--- src/rtl/ctrl_lgc.sv ---
// ---------------------------------------------------------------------------
// ctrl_lgc
//
// Control logic of an 8259-style programmable interrupt controller.
// Decodes initialisation (ICW1..ICW4) and operation (OCW1..OCW3) command
// writes, holds the mode flags and sequences the two-pulse INTA handshake.
// Drives the interrupt request to the CPU, the set/clear pulses for the
// in-service register and the data-bus driver enable for the vector cycle.
//
// Optional feature macro: CTRL_LGC_AEOI_EN
//   defined     - ICW4 D1 is latched into ar, and the end of the second INTA
//                 pulse issues an automatic eoi pulse when ar is set.
//   not defined - ar is tied low, ICW4 D1 is ignored, and eoi comes only
//                 from an OCW2 end-of-interrupt command.
//
// Ports
//   clk      in   1  system clock, all state updates on the rising edge
//   reset    in   1  asynchronous, active-high reset
//   D        in   8  write data bus
//   a0       in   1  address bit A0 of the current access
//   wrflg    in   1  write strobe, one cycle per write
//   rdflag   in   1  read strobe, one cycle per read
//   inta     in   1  interrupt acknowledge from the CPU, active-high level
//   R        in   8  resolved request vector, lowest set bit wins
//   Mask     in   8  interrupt mask register contents (1 = masked)
//   isr      in   1  some ISR bit is set
//   irr      in   1  an unmasked request is pending in the IRR
//   isprior  in   1  pending request outranks the highest in-service level
//   S        in   1  SP/EN strap: 1 = master, 0 = slave
//   CLsig    in   1  cascade match: this slave is addressed on CAS lines
//   intr     out  1  interrupt request to the CPU ("int" is a reserved word)
//   ino      out  1  one-cycle pulse: set the ISR bit of level Y
//   en       out  1  data-bus driver enable for vector output
//   rwadr    out  3  register targeted by the last access (7 = none)
//   Y        out  3  index of the lowest set bit of (R & ~Mask), 0 if none
//   buff     out  1  buffered-mode flag (ICW4 D3)
//   LTIM     out  1  level-trigger flag (ICW1 D3)
//   eoi      out  1  one-cycle pulse: clear the ISR bit
//   ar       out  1  automatic-EOI flag (ICW4 D1)
// ---------------------------------------------------------------------------
module ctrl_lgc (
    input  logic       clk,
    input  logic       reset,
    input  logic [7:0] D,
    input  logic       a0,
    input  logic       wrflg,
    input  logic       rdflag,
    input  logic       inta,
    input  logic [7:0] R,
    input  logic [7:0] Mask,
    input  logic       isr,
    input  logic       irr,
    input  logic       isprior,
    input  logic       S,
    input  logic       CLsig,
    output logic       intr,
    output logic       ino,
    output logic       en,
    output logic [2:0] rwadr,
    output logic [2:0] Y,
    output logic       buff,
    output logic       LTIM,
    output logic       eoi,
    output logic       ar
);

    typedef enum logic [2:0] {
        IDLE_UNINIT,
        WAIT_ICW2,
        WAIT_ICW3,
        WAIT_ICW4,
        READY
    } init_state_e;

    typedef enum logic [1:0] {
        ACK_IDLE,
        ACK1,
        ACK2
    } ack_state_e;

    localparam logic [2:0] RW_ICW1 = 3'd0;
    localparam logic [2:0] RW_ICW2 = 3'd1;
    localparam logic [2:0] RW_ICW3 = 3'd2;
    localparam logic [2:0] RW_ICW4 = 3'd3;
    localparam logic [2:0] RW_OCW1 = 3'd4;
    localparam logic [2:0] RW_OCW2 = 3'd5;
    localparam logic [2:0] RW_OCW3 = 3'd6;
    localparam logic [2:0] RW_NONE = 3'd7;

    init_state_e init_q, init_d;
    ack_state_e  ack_q, ack_d;

    logic       ltim_q, ltim_d;
    logic       sngl_q, sngl_d;
    logic       ic4_q, ic4_d;
    logic       buff_q, buff_d;
    logic [7:3] t_q, t_d;
    logic [2:0] rwadr_q, rwadr_d;
    logic       intr_q, intr_d;
    logic       ino_q, ino_d;
    logic       en_q, en_d;
    logic       eoi_q, eoi_d;
    logic       inta_q;

    logic       is_ready;
    logic       wr_icw1, wr_icw2, wr_icw3, wr_icw4;
    logic       wr_ocw1, wr_ocw2, wr_ocw3;
    logic       inta_rise, inta_fall;
    logic       aeoi_fire;
    logic [7:0] masked_req;
    logic [2:0] lowest_idx;

    // The vector base (T) feeds the vector driver outside this block and
    // D[2] carries no meaning for any command decoded here.
    logic       unused_bits;
    assign unused_bits = ^{t_q, D[2]};

    // Command decode. ICW1 is recognised in every state because it restarts
    // initialisation; the remaining ICWs follow the sequence, and OCWs only
    // exist once initialisation has completed.
    assign is_ready  = (init_q == READY);
    assign wr_icw1   = wrflg & ~a0 & D[4];
    assign wr_icw2   = wrflg &  a0 & (init_q == WAIT_ICW2);
    assign wr_icw3   = wrflg &  a0 & (init_q == WAIT_ICW3);
    assign wr_icw4   = wrflg &  a0 & (init_q == WAIT_ICW4);
    assign wr_ocw1   = wrflg &  a0 & is_ready;
    assign wr_ocw2   = wrflg & ~a0 & is_ready & (D[4:3] == 2'b00);
    assign wr_ocw3   = wrflg & ~a0 & is_ready & (D[4:3] == 2'b01);

    assign inta_rise = inta & ~inta_q;
    assign inta_fall = ~inta & inta_q;

    // Initialisation sequencer and mode flags. After ICW2 the path skips
    // ICW3 in single mode and skips ICW4 when ICW1 said it is not coming.
    always_comb begin
        init_d = init_q;
        ltim_d = ltim_q;
        sngl_d = sngl_q;
        ic4_d  = ic4_q;
        buff_d = buff_q;
        t_d    = t_q;
        if (wr_icw1) begin
            ltim_d = D[3];
            sngl_d = D[1];
            ic4_d  = D[0];
            buff_d = 1'b0;
            init_d = WAIT_ICW2;
        end else if (wr_icw2) begin
            t_d = D[7:3];
            if (!sngl_q) begin
                init_d = WAIT_ICW3;
            end else if (ic4_q) begin
                init_d = WAIT_ICW4;
            end else begin
                init_d = READY;
            end
        end else if (wr_icw3) begin
            init_d = ic4_q ? WAIT_ICW4 : READY;
        end else if (wr_icw4) begin
            buff_d = D[3];
            init_d = READY;
        end
    end

`ifdef CTRL_LGC_AEOI_EN
    logic ar_q, ar_d;

    // Automatic-EOI mode flag, cleared by ICW1 and loaded from ICW4 D1.
    always_comb begin
        ar_d = ar_q;
        if (wr_icw1) begin
            ar_d = 1'b0;
        end else if (wr_icw4) begin
            ar_d = D[1];
        end
    end

    always_ff @(posedge clk or posedge reset) begin
        if (reset) begin
            ar_q <= 1'b0;
        end else begin
            ar_q <= ar_d;
        end
    end

    assign ar = ar_q;
`else
    assign ar = 1'b0;
`endif

    // INTA handshake. A fresh ICW1 tears down any handshake in progress,
    // and acknowledges are ignored until the controller is initialised.
    // The automatic EOI fires on the falling edge that ends the vector cycle.
    always_comb begin
        ack_d     = ack_q;
        ino_d     = 1'b0;
        aeoi_fire = 1'b0;
        if (wr_icw1) begin
            ack_d = ACK_IDLE;
        end else if (is_ready) begin
            case (ack_q)
                ACK_IDLE: begin
                    if (inta_rise) begin
                        ack_d = ACK1;
                        ino_d = 1'b1;
                    end
                end
                ACK1: begin
                    if (inta_rise) begin
                        ack_d = ACK2;
                    end
                end
                ACK2: begin
                    if (inta_fall) begin
                        ack_d     = ACK_IDLE;
                        aeoi_fire = ar;
                    end
                end
                default: begin
                    ack_d = ACK_IDLE;
                end
            endcase
        end else begin
            ack_d = ACK_IDLE;
        end
    end

    // Registered handshake outputs are computed from next-state values so
    // intr drops on the same edge that starts the acknowledge and en tracks
    // the second INTA pulse. A slave drives the bus only when cascaded in.
    // OCW2 EOI and automatic EOI landing together produce a single pulse.
    always_comb begin
        intr_d = (init_d == READY) & irr & (~isr | isprior) & (ack_d == ACK_IDLE);
        en_d   = (ack_d == ACK2) & inta & (S | CLsig);
        eoi_d  = (wr_ocw2 & D[5]) | aeoi_fire;
    end

    // Register address tracking: writes report the decoded target (or none),
    // reads always point at the OCW3-selected status register.
    always_comb begin
        rwadr_d = rwadr_q;
        if (wrflg) begin
            if (wr_icw1) begin
                rwadr_d = RW_ICW1;
            end else if (wr_icw2) begin
                rwadr_d = RW_ICW2;
            end else if (wr_icw3) begin
                rwadr_d = RW_ICW3;
            end else if (wr_icw4) begin
                rwadr_d = RW_ICW4;
            end else if (wr_ocw1) begin
                rwadr_d = RW_OCW1;
            end else if (wr_ocw2) begin
                rwadr_d = RW_OCW2;
            end else if (wr_ocw3) begin
                rwadr_d = RW_OCW3;
            end else begin
                rwadr_d = RW_NONE;
            end
        end else if (rdflag) begin
            rwadr_d = RW_OCW3;
        end
    end

    // Lowest-numbered unmasked request wins; scanning from the top lets the
    // last hit be the lowest index.
    always_comb begin
        masked_req = R & ~Mask;
        lowest_idx = 3'd0;
        for (int i = 7; i >= 0; i--) begin
            if (masked_req[i]) begin
                lowest_idx = i[2:0];
            end
        end
    end

    // State and output registers.
    always_ff @(posedge clk or posedge reset) begin
        if (reset) begin
            init_q  <= IDLE_UNINIT;
            ack_q   <= ACK_IDLE;
            ltim_q  <= 1'b0;
            sngl_q  <= 1'b0;
            ic4_q   <= 1'b0;
            buff_q  <= 1'b0;
            t_q     <= 5'd0;
            rwadr_q <= RW_NONE;
            intr_q  <= 1'b0;
            ino_q   <= 1'b0;
            en_q    <= 1'b0;
            eoi_q   <= 1'b0;
            inta_q  <= 1'b0;
        end else begin
            init_q  <= init_d;
            ack_q   <= ack_d;
            ltim_q  <= ltim_d;
            sngl_q  <= sngl_d;
            ic4_q   <= ic4_d;
            buff_q  <= buff_d;
            t_q     <= t_d;
            rwadr_q <= rwadr_d;
            intr_q  <= intr_d;
            ino_q   <= ino_d;
            en_q    <= en_d;
            eoi_q   <= eoi_d;
            inta_q  <= inta;
        end
    end

    assign intr  = intr_q;
    assign ino   = ino_q;
    assign en    = en_q;
    assign eoi   = eoi_q;
    assign rwadr = rwadr_q;
    assign buff  = buff_q;
    assign LTIM  = ltim_q;
    assign Y     = lowest_idx;

endmodule

--- config.mk ---
export PLATFORM = sky130hd
export DESIGN_NAME = ctrl_lgc
export DESIGN_NICKNAME = d
export VERILOG_FILES = /design/src/rtl/ctrl_lgc.sv
export SDC_FILE = /design/constraint.sdc
export NUM_CORES = 1
export LEC_CHECK = 0
export BUFFER_PORTS_ARGS = -buffer_cell sky130_fd_sc_hd__clkbuf_2
export CAP_MARGIN = 0
export CORE_MARGIN = 2
export CORE_UTILIZATION = 41
export DETAILED_ROUTE_END_ITERATION = 10
export PLACE_DENSITY = 0.72
export SLEW_MARGIN = 10
export SYNTH_ARGS = -nofsm -noshare
export SYNTH_HDL_FRONTEND = slang
export SYNTH_SLANG_ARGS = --single-unit
--- constraint.sdc ---
create_clock -name clk -period 1.35 [get_ports clk]
set_input_delay 0.0675 -clock clk [delete_from_list [all_inputs] [get_ports clk]]
set_output_delay 0.0675 -clock clk [all_outputs]
set_load 0.05 [all_outputs]
==> flow_summary.json <==
{
  "outcome": "complete, but fails checks",
  "violations": "setup timing",
  "finalSetupViolCount": 3,
  "cp_max_fo": 4,
  "ir_drop_uv": 970,
  "syn-cell-area_mm2": 0.00106,
  "cts_tree": "done",
  "dp_hpwl_mm": 2.00,
  "antenna_found_initial": 0,
  "avgSynthCellArea_um2": 9.78,
  "rows": 18,
  "p_sw_share_pct": 38.9,
  "first_pass_iters": 4,
  "synth_warnings": 0,
  "tns_ns": -0.223,
  "arrival_ns": 1.68,
  "ys_seq_area_share_pct": 40.6,
  "post_drt_wl_per_cell_um": 13.0,
  "rsz0062_at_grt": "yes",
  "drive_gt1_share_pct": 44.4,
  "via_per_inst": 5.20,
  "crit_type": "reg -> reg",
  "slew_headroom_pct": 56.5,
  "p_seq_share_pct": 39.7,
  "fin_util_pct": 61.2,
  "synth_edf_count": 0,
  "grt_max_degree": 18,
  "cts_root_buf": "clkbuf_4",
  "vias": 1034,
  "fin_hold_ws_ns": 0.0279,
  "die_area_mm2": 0.00300,
  "synth_fp_nets": 143,
  "num_io_pins": 48,
  "wl_mm": 2.59,
  "fin_nets": 205,
  "layout_setup_ws_ns": -0.107,
  "ys_ff_latch": 17,
  "p_leak_nw": 0.760,
  "clkPwrFrac_pct": 17.3,
  "final_common_cell": "clkbuf_2",
  "place.detailed.instances": 187,
  "drcViolationCount": 0,
  "finalHoldViolations": 0,
  "cts_buffer_depth": 2,
  "synth.distinct_cells": 39,
  "post_dp_cell_area_mm2": 0.00137,
  "numCtsBuffers": 3,
  "clk_latency_ns": 0.30,
  "fmax_mhz": 686,
  "ys.flop_type": "dfrtp_1",
  "combPwrFrac_pct": 43.0,
  "timing.final.crit_share_pct": 108,
  "rr_worst_depth": 4,
  "fin_cells": 199,
  "finalInstanceArea_mm2": 0.00150,
  "dieHeight_um": 54.8,
  "fin_crit_ns": 1.46,
  "place.gp.congestion": 0.768,
  "slew_viol_final": 0,
  "n_antenna_cell": 0,
  "cp-end-kind": "flip-flop",
  "internal-power_w": 0.00104,
  "drt_iter0_markers": 26,
  "postRouteAntennaNets": 0,
  "core_mm2": 0.00245,
  "required_ns": 1.57,
  "skew_ns": 0.000603,
  "gr-total-overflow": 0,
  "cts_max_level": 1,
  "start_util_pct": 43.0,
  "grt_usage_pct": 18.6,
  "max_slew.worst_pin.slew_ns": 0.651,
  "cts.sinks": 17,
  "grt_pass1_vias": 991,
  "areaGrowthSynthToFinish_pct": 42.2,
  "synthArstFlopShare_pct": 100,
  "maxCapViolations": 0,
  "io_buffers": 43,
  "syn_inst": 108,
  "final_cell_mix": "clkbuf_2, dfrtp_1, nand2_1",
  "holdPathStages": 3,
  "grt_first_pass_wirelength_mm": 3.97,
  "die-width_um": 54.8,
  "p_sw_w": 0.000659,
  "cts.clk_slew.worst_paths_ns": 0.11,
  "hp-class": "in -> reg",
  "power.density_mw_per_mm2": 1130,
  "start_kind": "flip-flop"
}
[metrics by stage]
step                total power (W)  setup WS (ns)
floorplan                   0.00114        -0.0137
global placement            0.00133        -0.0571
detailed placement          0.00135        -0.0932
CTS                         0.00168         -0.108
global route                0.00179         -0.159
finish                      0.00170         -0.107
[worst paths after layout]
path / from / endpoint / slack [ns]
worst max-delay path: init_q[2] / intr / -0.11
worst min-delay path: irr / intr / 0.03
worst max register to register: init_q[2] / intr / -0.11
worst min register to register: rwadr[0] / rwadr[0] / 0.49
max in group asynchronous: reset / init_q[1] / 0.52
min in group asynchronous: reset / eoi / 0.37
[per-layer routing]
metal / global-route usage (%) / part of all wire [%] / vias to the layer above
li1: - / - / 509
met1: 17.4 / 38 / 486
met2: 37.7 / 55 / 35
met3: 5.46 / 5.8 / 4
met4: 5.42 / 0.69 / 0
met5: 0 / 0 / -
[cell families after synthesis]
group | synth area share (%)
xor gates and xnor gates | 1.66
buffers and inverters | 5.33
other | 0.355
and+or+nand+nor | 35.0
AOI/OAI and AO/OA | 17.1
DFF | 40.6
[synth_stat cells (3+ instances only)]
cell type / number / area [um^2]
and3b_1: 3 / 26.3
nor2_1: 4 / 15.0
o21ai_0: 7 / 35.0
dfstp_2: 3 / 78.8
buf_4: 3 / 22.5
nand2b_1: 9 / 56.3
o211ai_1: 3 / 22.5
buf_2: 3 / 15.0
nand2_1: 14 / 52.6
a21oi_1: 5 / 25.0
dfrtp_1: 14 / 350
inv_1: 5 / 18.8
nor2b_1: 4 / 25.0
[layout make-up]
type / count / area (um^2)
clock buffers: 3 / 22.5
clock inverters: 1 / 7.51
fillers: 225 / 953
inverters: 5 / 18.8
multi-input cells: 80 / 597
flip-flops and latches: 17 / 430
well taps: 30 / 37.5
repair buffers: 63 / 388
[worst max-delay path, stage by stage (launching register included)]
cell	delay, ns
dfrtp_1	0.43
nand3b_1	0.21
o211ai_1	0.30
nand3_1	0.17
nor4bb_4	0.27
[state kept, by name (all words and copies together), names as in the netlist]
name	flops
ic4_q	1
sngl_q	1
init_q	3
inta_q	1
en	1
rwadr	3
eoi	1
ino	1
intr	1
LTIM	1
buff	1
ack_q	2
[power groups by stage]
stage          clock, W  sequential (W)  combinational (W)
5_1_grt        0.000322        0.000684           0.000789
3_5_place_dp          0        0.000678           0.000673
6_report       0.000294        0.000673           0.000729
3_3_place_gp          0        0.000670           0.000660
4_1_cts        0.000303        0.000670           0.000707
2_1_floorplan         0        0.000751           0.000388
[timing repair]
action                                  in CTS  in global routing
buffers inserted                             1                  2
endpoints found under the setup margin       5                  8
hold endpoints to repair                    19                  0
hold buffers                                 6                  0
resized for setup                            4                  5
pin swaps                                    2                  9
Power figures use the tool's default switching activity.
